$ cat src/rtl/load_store_unit.sv
// rtl/load_store_unit.sv - CPU load/store unit driving a big-endian word-wide data memory.
// Sub-word stores use read-modify-write; rejected requests complete without touching memory.
module load_store_unit #(
  parameter int ADDR_LIMIT = 4096
) (
  input  logic        clk,
  input  logic        reset,
  input  logic        req_valid,
  output logic        req_ready,
  input  logic        req_we,
  input  logic [1:0]  req_size,
  input  logic        req_signed,
  input  logic [31:0] req_addr,
  input  logic [31:0] req_wdata,
  output logic        rsp_valid,
  output logic [31:0] rsp_rdata,
  output logic        rsp_err,
  output logic [31:0] dm_addr,
  output logic [31:0] dm_wdata,
  output logic        dm_cs,
  output logic        dm_wr,
  output logic        dm_rd,
  input  logic [31:0] dm_rdata
);

  typedef enum logic [1:0] {IDLE, READ, WRITE, RESP} state_t;

  localparam logic [31:0] LAST_WORD = 32'(ADDR_LIMIT - 4);

  state_t      state_q, state_d;
  logic        we_q, we_d;
  logic [1:0]  size_q, size_d;
  logic        signed_q, signed_d;
  logic [31:0] addr_q, addr_d;
  logic [31:0] wdata_q, wdata_d;
  logic [31:0] old_q, old_d;
  logic        err_q, err_d;

  logic        accept;
  logic        req_err;
  logic [4:0]  byte_lsb;
  logic [7:0]  lane_b;
  logic [15:0] lane_h;
  logic [31:0] merged;
  logic [31:0] load_val;

  always_ff @(posedge clk or posedge reset) begin
    if (reset) begin
      state_q  <= IDLE;
      we_q     <= 1'b0;
      size_q   <= 2'b00;
      signed_q <= 1'b0;
      addr_q   <= 32'h0;
      wdata_q  <= 32'h0;
      old_q    <= 32'h0;
      err_q    <= 1'b0;
    end else begin
      state_q  <= state_d;
      we_q     <= we_d;
      size_q   <= size_d;
      signed_q <= signed_d;
      addr_q   <= addr_d;
      wdata_q  <= wdata_d;
      old_q    <= old_d;
      err_q    <= err_d;
    end
  end

  always_comb begin
    accept  = (state_q == IDLE) && req_valid;
    req_err = (req_size == 2'b11)
           || ((req_size == 2'b01) && req_addr[0])
           || ((req_size == 2'b10) && (req_addr[1:0] != 2'b00))
           || ({req_addr[31:2], 2'b00} > LAST_WORD);
  end

  always_comb begin
    state_d = state_q;
    case (state_q)
      IDLE: begin
        if (req_valid) begin
          if (req_err)                            state_d = RESP;
          else if (req_we && req_size == 2'b10)   state_d = WRITE;
          else                                    state_d = READ;
        end
      end
      READ:    state_d = we_q ? WRITE : RESP;
      WRITE:   state_d = RESP;
      RESP:    state_d = IDLE;
      default: state_d = IDLE;
    endcase
  end

  // Request fields are frozen at accept; the old word is sampled on the edge leaving READ.
  always_comb begin
    we_d     = accept ? req_we     : we_q;
    size_d   = accept ? req_size   : size_q;
    signed_d = accept ? req_signed : signed_q;
    addr_d   = accept ? req_addr   : addr_q;
    wdata_d  = accept ? req_wdata  : wdata_q;
    err_d    = accept ? req_err    : err_q;
    old_d    = (state_q == READ) ? dm_rdata : old_q;
  end

  // Big-endian lanes: byte offset 0 lives in bits [31:24].
  always_comb begin
    byte_lsb = {~addr_q[1:0], 3'b000};
    lane_b   = old_q[byte_lsb +: 8];
    lane_h   = addr_q[1] ? old_q[15:0] : old_q[31:16];
    merged   = old_q;
    load_val = old_q;
    case (size_q)
      2'b00: begin
        merged[byte_lsb +: 8] = wdata_q[7:0];
        load_val = {{24{signed_q & lane_b[7]}}, lane_b};
      end
      2'b01: begin
        if (addr_q[1]) merged[15:0]  = wdata_q[15:0];
        else           merged[31:16] = wdata_q[15:0];
        load_val = {{16{signed_q & lane_h[15]}}, lane_h};
      end
      default: merged = wdata_q;
    endcase
  end

  always_comb begin
    req_ready = 1'b0;
    rsp_valid = 1'b0;
    rsp_err   = 1'b0;
    rsp_rdata = 32'h0;
    dm_addr   = 32'h0;
    dm_wdata  = 32'h0;
    dm_cs     = 1'b0;
    dm_wr     = 1'b0;
    dm_rd     = 1'b0;
    case (state_q)
      IDLE: req_ready = 1'b1;
      READ: begin
        dm_cs   = 1'b1;
        dm_rd   = 1'b1;
        dm_addr = {addr_q[31:2], 2'b00};
      end
      WRITE: begin
        dm_cs    = 1'b1;
        dm_wr    = 1'b1;
        dm_addr  = {addr_q[31:2], 2'b00};
        dm_wdata = merged;
      end
      RESP: begin
        rsp_valid = 1'b1;
        rsp_err   = err_q;
        rsp_rdata = (err_q || we_q) ? 32'h0 : load_val;
      end
      default: ;
    endcase
  end

endmodule

$ cat config.mk
export PLATFORM = sky130hd
export DESIGN_NAME = load_store_unit
export DESIGN_NICKNAME = d
export VERILOG_FILES = /design/src/rtl/load_store_unit.sv
export SDC_FILE = /design/constraint.sdc
export NUM_CORES = 1
export LEC_CHECK = 0
export CAP_MARGIN = 20
export CELL_PAD_IN_SITES_DETAIL_PLACEMENT = 0
export CELL_PAD_IN_SITES_GLOBAL_PLACEMENT = 1
export CORE_MARGIN = 8
export CORE_UTILIZATION = 25
export CTS_BUF_LIST = sky130_fd_sc_hd__clkbuf_8 sky130_fd_sc_hd__clkbuf_16
export DETAILED_ROUTE_END_ITERATION = 6
export DONT_BUFFER_PORTS = 1
export GPL_ROUTABILITY_DRIVEN = 0
export HOLD_SLACK_MARGIN = 0.06
export PLACE_DENSITY_LB_ADDON = 0.3
export SYNTH_ARGS = -nofsm -noshare
export SYNTH_HDL_FRONTEND = slang
export SYNTH_SLANG_ARGS = --single-unit
$ cat constraint.sdc
create_clock -name clk -period 4.4 [get_ports clk]
set_clock_uncertainty 0.1 [all_clocks]
set_input_delay 0.88 -clock clk [delete_from_list [all_inputs] [get_ports clk]]
set_output_delay 0.88 -clock clk [all_outputs]
set_load 0.1 [all_outputs]
* Yosys cells after proc, flatten, opt, wreduce, memory -nomap -nowiden
Index checks and enable logic that the tools add are counted.
Word-level totals: register bits after elaboration 103, bits in latches 0, bits in writable memories 0, memory bits (read-only) 0, input port bits 103, memories 0
Operators by class: add/subtract/negate cells 1, multipliers 0, div/mod/pow operators 0, magnitude comparators 1, equality and inequality tests 8, shift operators 3, mux-type cells 21, bitwise logic cells 3, reductions and logical operators 12
Operator list (count):
- $mux W32 | 4
- $pmux W32 S2 | 2
- $mux W16 | 3
- $bwmux W32 | 1
- $gt A32 B12 Y1 const B | 1
- $shift A8 B7 Y32 const A | 1
- $shiftx A32 B6 Y8 | 1
- $shiftx A8 B7 Y32 | 1
- $eq A2 B2 Y1 const B | 4
- $pmux W2 S4 | 1
- $mux W1 | 7
- $neg A5 Y7 | 1
- $eq A2 B1 Y1 const B | 3
- $mux W2 | 3
- $logic_and A1 B1 Y1 | 4
- $logic_not A2 Y1 | 2
- $logic_or A1 B1 Y1 | 4
- $and A1 B1 Y1 | 2
- $ne A2 B2 Y1 const B | 1
- $not A2 Y2 | 1
- $reduce_bool A2 Y1 | 1
- $reduce_or A2 Y1 | 1

* Logic depth before layout (Yosys ltp)
depth in word-level cells 8, gate-level depth with buffers 10

* Least setup slack after synthesis
No wires, ideal clock.
kind flip-flop to output port, from reg state_q[0], to out rsp_rdata[15], arrival time 4.039 ns, data required time 3.420 ns, setup slack -0.619 ns, stages on the path, launching flop included 5, buffers on the path 1, cells stage by stage dfrtp_1 ha_1 nand2_1 clkbuf_1 a221oi_1
On the way: cells in the longest elaborated chain, start to end 2
Ends and longest elaborated chain:
- from (decl) | RTL line 30 | state_t state_q, state_d;
- from (signal assigned) | RTL line 58 | state_q <= state_d;
- $eq A2 B2 Y1 | RTL line 136 | case (state_q)
- $mux W32 | RTL line 136
- to (decl) | RTL line 16 | output logic [31:0] rsp_rdata,
Every way passes these cells.

* Worst setup path after layout
from reg addr_q[0], to out dm_wdata[15]
On the way: cells in the longest elaborated chain, start to end 6
Ends and longest elaborated chain:
- from (decl) | RTL line 34 | logic [31:0] addr_q, addr_d;
- from (signal assigned) | RTL line 62 | addr_q <= addr_d;
- $not A2 Y2 (*) | RTL line 107 | byte_lsb = {~addr_q[1:0], 3'b000};
- $neg A5 Y7 (*) | RTL line 114 | merged[byte_lsb +: 8] = wdata_q[7:0];
- $shiftx A8 B7 Y32 or $shift A8 B7 Y32 (tied branches) | RTL line 114
- $bwmux W32 (*) | RTL line 114
- $pmux W32 S2 (*) | RTL line 112 | case (size_q)
- $mux W32 (*) | RTL line 136
- to (decl) | RTL line 19 | output logic [31:0] dm_wdata,
Mark *: on every way between the ends. The rest lies on a longest branch, timed or not.

==> results.cfg <==
[status]
outcome = finished, final reports clean

[grt]
grt_overflow_total = 0
groute.usage.overall = 0.1546
grt_first_pass_wirelength_um = 36210
first_global_vias = 5560
initial_antenna_violation_count = 8
grt_start_max_net_pins = 86

[sta]
final.period_utilization = 0.8822
fmax_ghz = 0.2576
timing.hold.ws_ns = 0.2983
setup-violations-final = 0
timing.setup.tns_ns = 0
relSlewSlack = 0.2986
finalCriticalPeriod_ns = 3.881
hold_violations_final = 0
final_max_slew_viol_count = 0
rsz_0062_raised_after_global_routing = false
tightest_slew_ns = 1.048

[floorplan]
core_area_mm2 = 0.02504
pin_count = 205
initial_utilization = 0.2531
fp-row-count = 58
die-height_um = 175.2
dieArea_mm2 = 0.03070
fp.dieW_um = 175.2

[clock_network]
clock_tree_from_tritoncts = built
resize_count_post_cts = 0
holdBufCountCts = 0
cts_num_sinks = 103
clock_insertion_delay_worst_skew_ns = 0.35
postCtsSetupRepairBufs = 0
cts-htree-levels = 3
buffer_type_at_the_clock_tree_root = sky130_fd_sc_hd__clkbuf_16
cts_made_buffers = 9
cts.reportedPaths.clkPinSlew_ns = 0.08
clk_path_buf_depth = 2

[critical_path]
worst_setup_path_end_kind = primary output
crit_path_max_incr_delay_ns = 0.59
worst_ep_required_time_ns = 3.42
crit_path_top_delay_cell = sky130_fd_sc_hd__dfrtp_1
worst-endpoint-arrival_ns = 2.90
start_kind = register
critPathKind = reg2out
critical_path_cell_list = inv_1 > ha_1 > nor4bb_1 > clkbuf_2 > a22o_1 > a222oi_1 > nor2b_2 > buf_12
worst_r2r_path_depth = 4
timing.critical_path.fanout_max = 12

[route]
detail-route-antenna-nets = 0
postRouteWirelength_um = 24280
residual_drc_count = 0
viasPerCell = 5.209
via_count = 5230
drt_first_pass_iters = 6
detailedRoute.firstIterationViolations = 403
wl_per_cell_um = 24.18

[synthesis]
synth_edf_count = 0
synth-warning-count = 0
syn-cell-area_mm2 = 0.006336
synth_cell_types = 50
ffs_latches_synth = 103
netlist_instances = 596
synth_ff_type = sky130_fd_sc_hd__dfrtp_1
synthArstFlopShare = 1.000
synth_sequential_area_ratio = 0.4068
syn_avg_cell_area_um2 = 10.63

[place]
dpl.hpwl_um = 18670
port_buffers = 0

[layout]
layout.core_utilization = 0.3452
share_of_final_layout_standard_cells_stronger_than_drive_strength_1 = 0.4517
area_growth_pct = 36.41
final_nets = 780

[job]
maxCapViolations = 0

[min_path]
min-delay-path-class = in2async
## metrics by stage
step           worst slack [ns]  cells  instance area, um^2
6_report                 0.5185   1004                 8643
5_1_grt                  0.3476   1003                 8641
4_1_cts                 0.08010   1001                 8608
3_5_place_dp             0.4797    985                 8309
3_3_place_gp             0.6558    985                 8309
2_1_floorplan           -0.4623    597                 6356
## sequential cells by signal (all words and copies together) (netlist names)
signal	flops
addr_q	32
old_q	32
wdata_q	32
size_q	2
state_q	2
err_q	1
signed_q	1
we_q	1
## logic make-up after synthesis
kind of cell    after synthesis  synth area share
other cells                   1         0.0005918
simple gates                177            0.1576
compound gates              124            0.1592
buf+inv                      65           0.05312
mux                         117            0.2050
flops                       103            0.4068
fa+ha+maj                     9           0.01777
## area by class of cell
cell class                 instances  area, um^2
fill                            2485       16390
clock buffer                      11       252.7
inverter                          17       66.31
tap                              330       412.9
sequential                       103        2579
clock inverter                     5       46.29
timing repair buffer             108        1509
antenna                            1       2.502
multi-input combinational        429        3775
## cell usage after synthesis, drive strengths merged (10+ instances only)
master | n | area (um^2)
a31oi | 16 | 115.1
mux2 | 99 | 1115
clkbuf | 15 | 56.30
inv | 17 | 63.81
nor2b | 41 | 256.5
and2 | 32 | 200.2
o21ai | 10 | 53.80
mux2i | 18 | 183.9
dfrtp | 103 | 2577
nand2 | 49 | 183.9
buf | 33 | 216.5
a22oi | 16 | 120.1
a221o | 16 | 160.2
a21oi | 21 | 112.6
nor3 | 26 | 170.2
## worst paths after layout
check                           start  slack, ns           end
min in group clk           addr_q[17]       0.40    addr_q[17]
min                             reset       0.30    addr_q[27]
max reg2reg                state_q[1]       1.96     old_q[24]
max in group asynchronous       reset       2.93     old_q[24]
max                         addr_q[0]       0.52  dm_wdata[15]
min reg2reg                addr_q[17]       0.40    addr_q[17]
## worst max-delay path, delay by kind of cell, from the launching register on
kind | cells | cell delay, ns
compound gates | 2 | 0.28
fa+ha+maj | 1 | 0.45
buf+inv | 3 | 0.66
flops | 1 | 0.59
simple gates | 2 | 0.56
## layer usage
| layer | routed length (um) | GRT usage | up-vias | share of wire |
|---|---|---|---|---|
| li1 | - | - | 2326 | - |
| met1 | 10000 | 0.1865 | 2583 | 0.41 |
| met2 | 11200 | 0.2515 | 270 | 0.46 |
| met3 | 2606 | 0.06626 | 37 | 0.11 |
| met4 | 391 | 0.03462 | 14 | 0.016 |
| met5 | 81 | 0 | - | 0.0033 |
## cells in the final DEF, fill, tap and decap left out, types with 17 or more instances in the layout
cell type	n
sky130_fd_sc_hd__dfrtp_1	102
sky130_fd_sc_hd__mux2_2	99
sky130_fd_sc_hd__buf_4	60
sky130_fd_sc_hd__nand2_1	47
sky130_fd_sc_hd__and2_1	32
sky130_fd_sc_hd__buf_12	32
sky130_fd_sc_hd__nor2b_2	24
sky130_fd_sc_hd__nor3_2	22
sky130_fd_sc_hd__a21oi_1	18
sky130_fd_sc_hd__nor2b_1	17
sky130_fd_sc_hd__mux2i_1	17
Power is not shown: default switching activity piles up to over one toggle a cycle in this logic, so the estimate is an artifact.
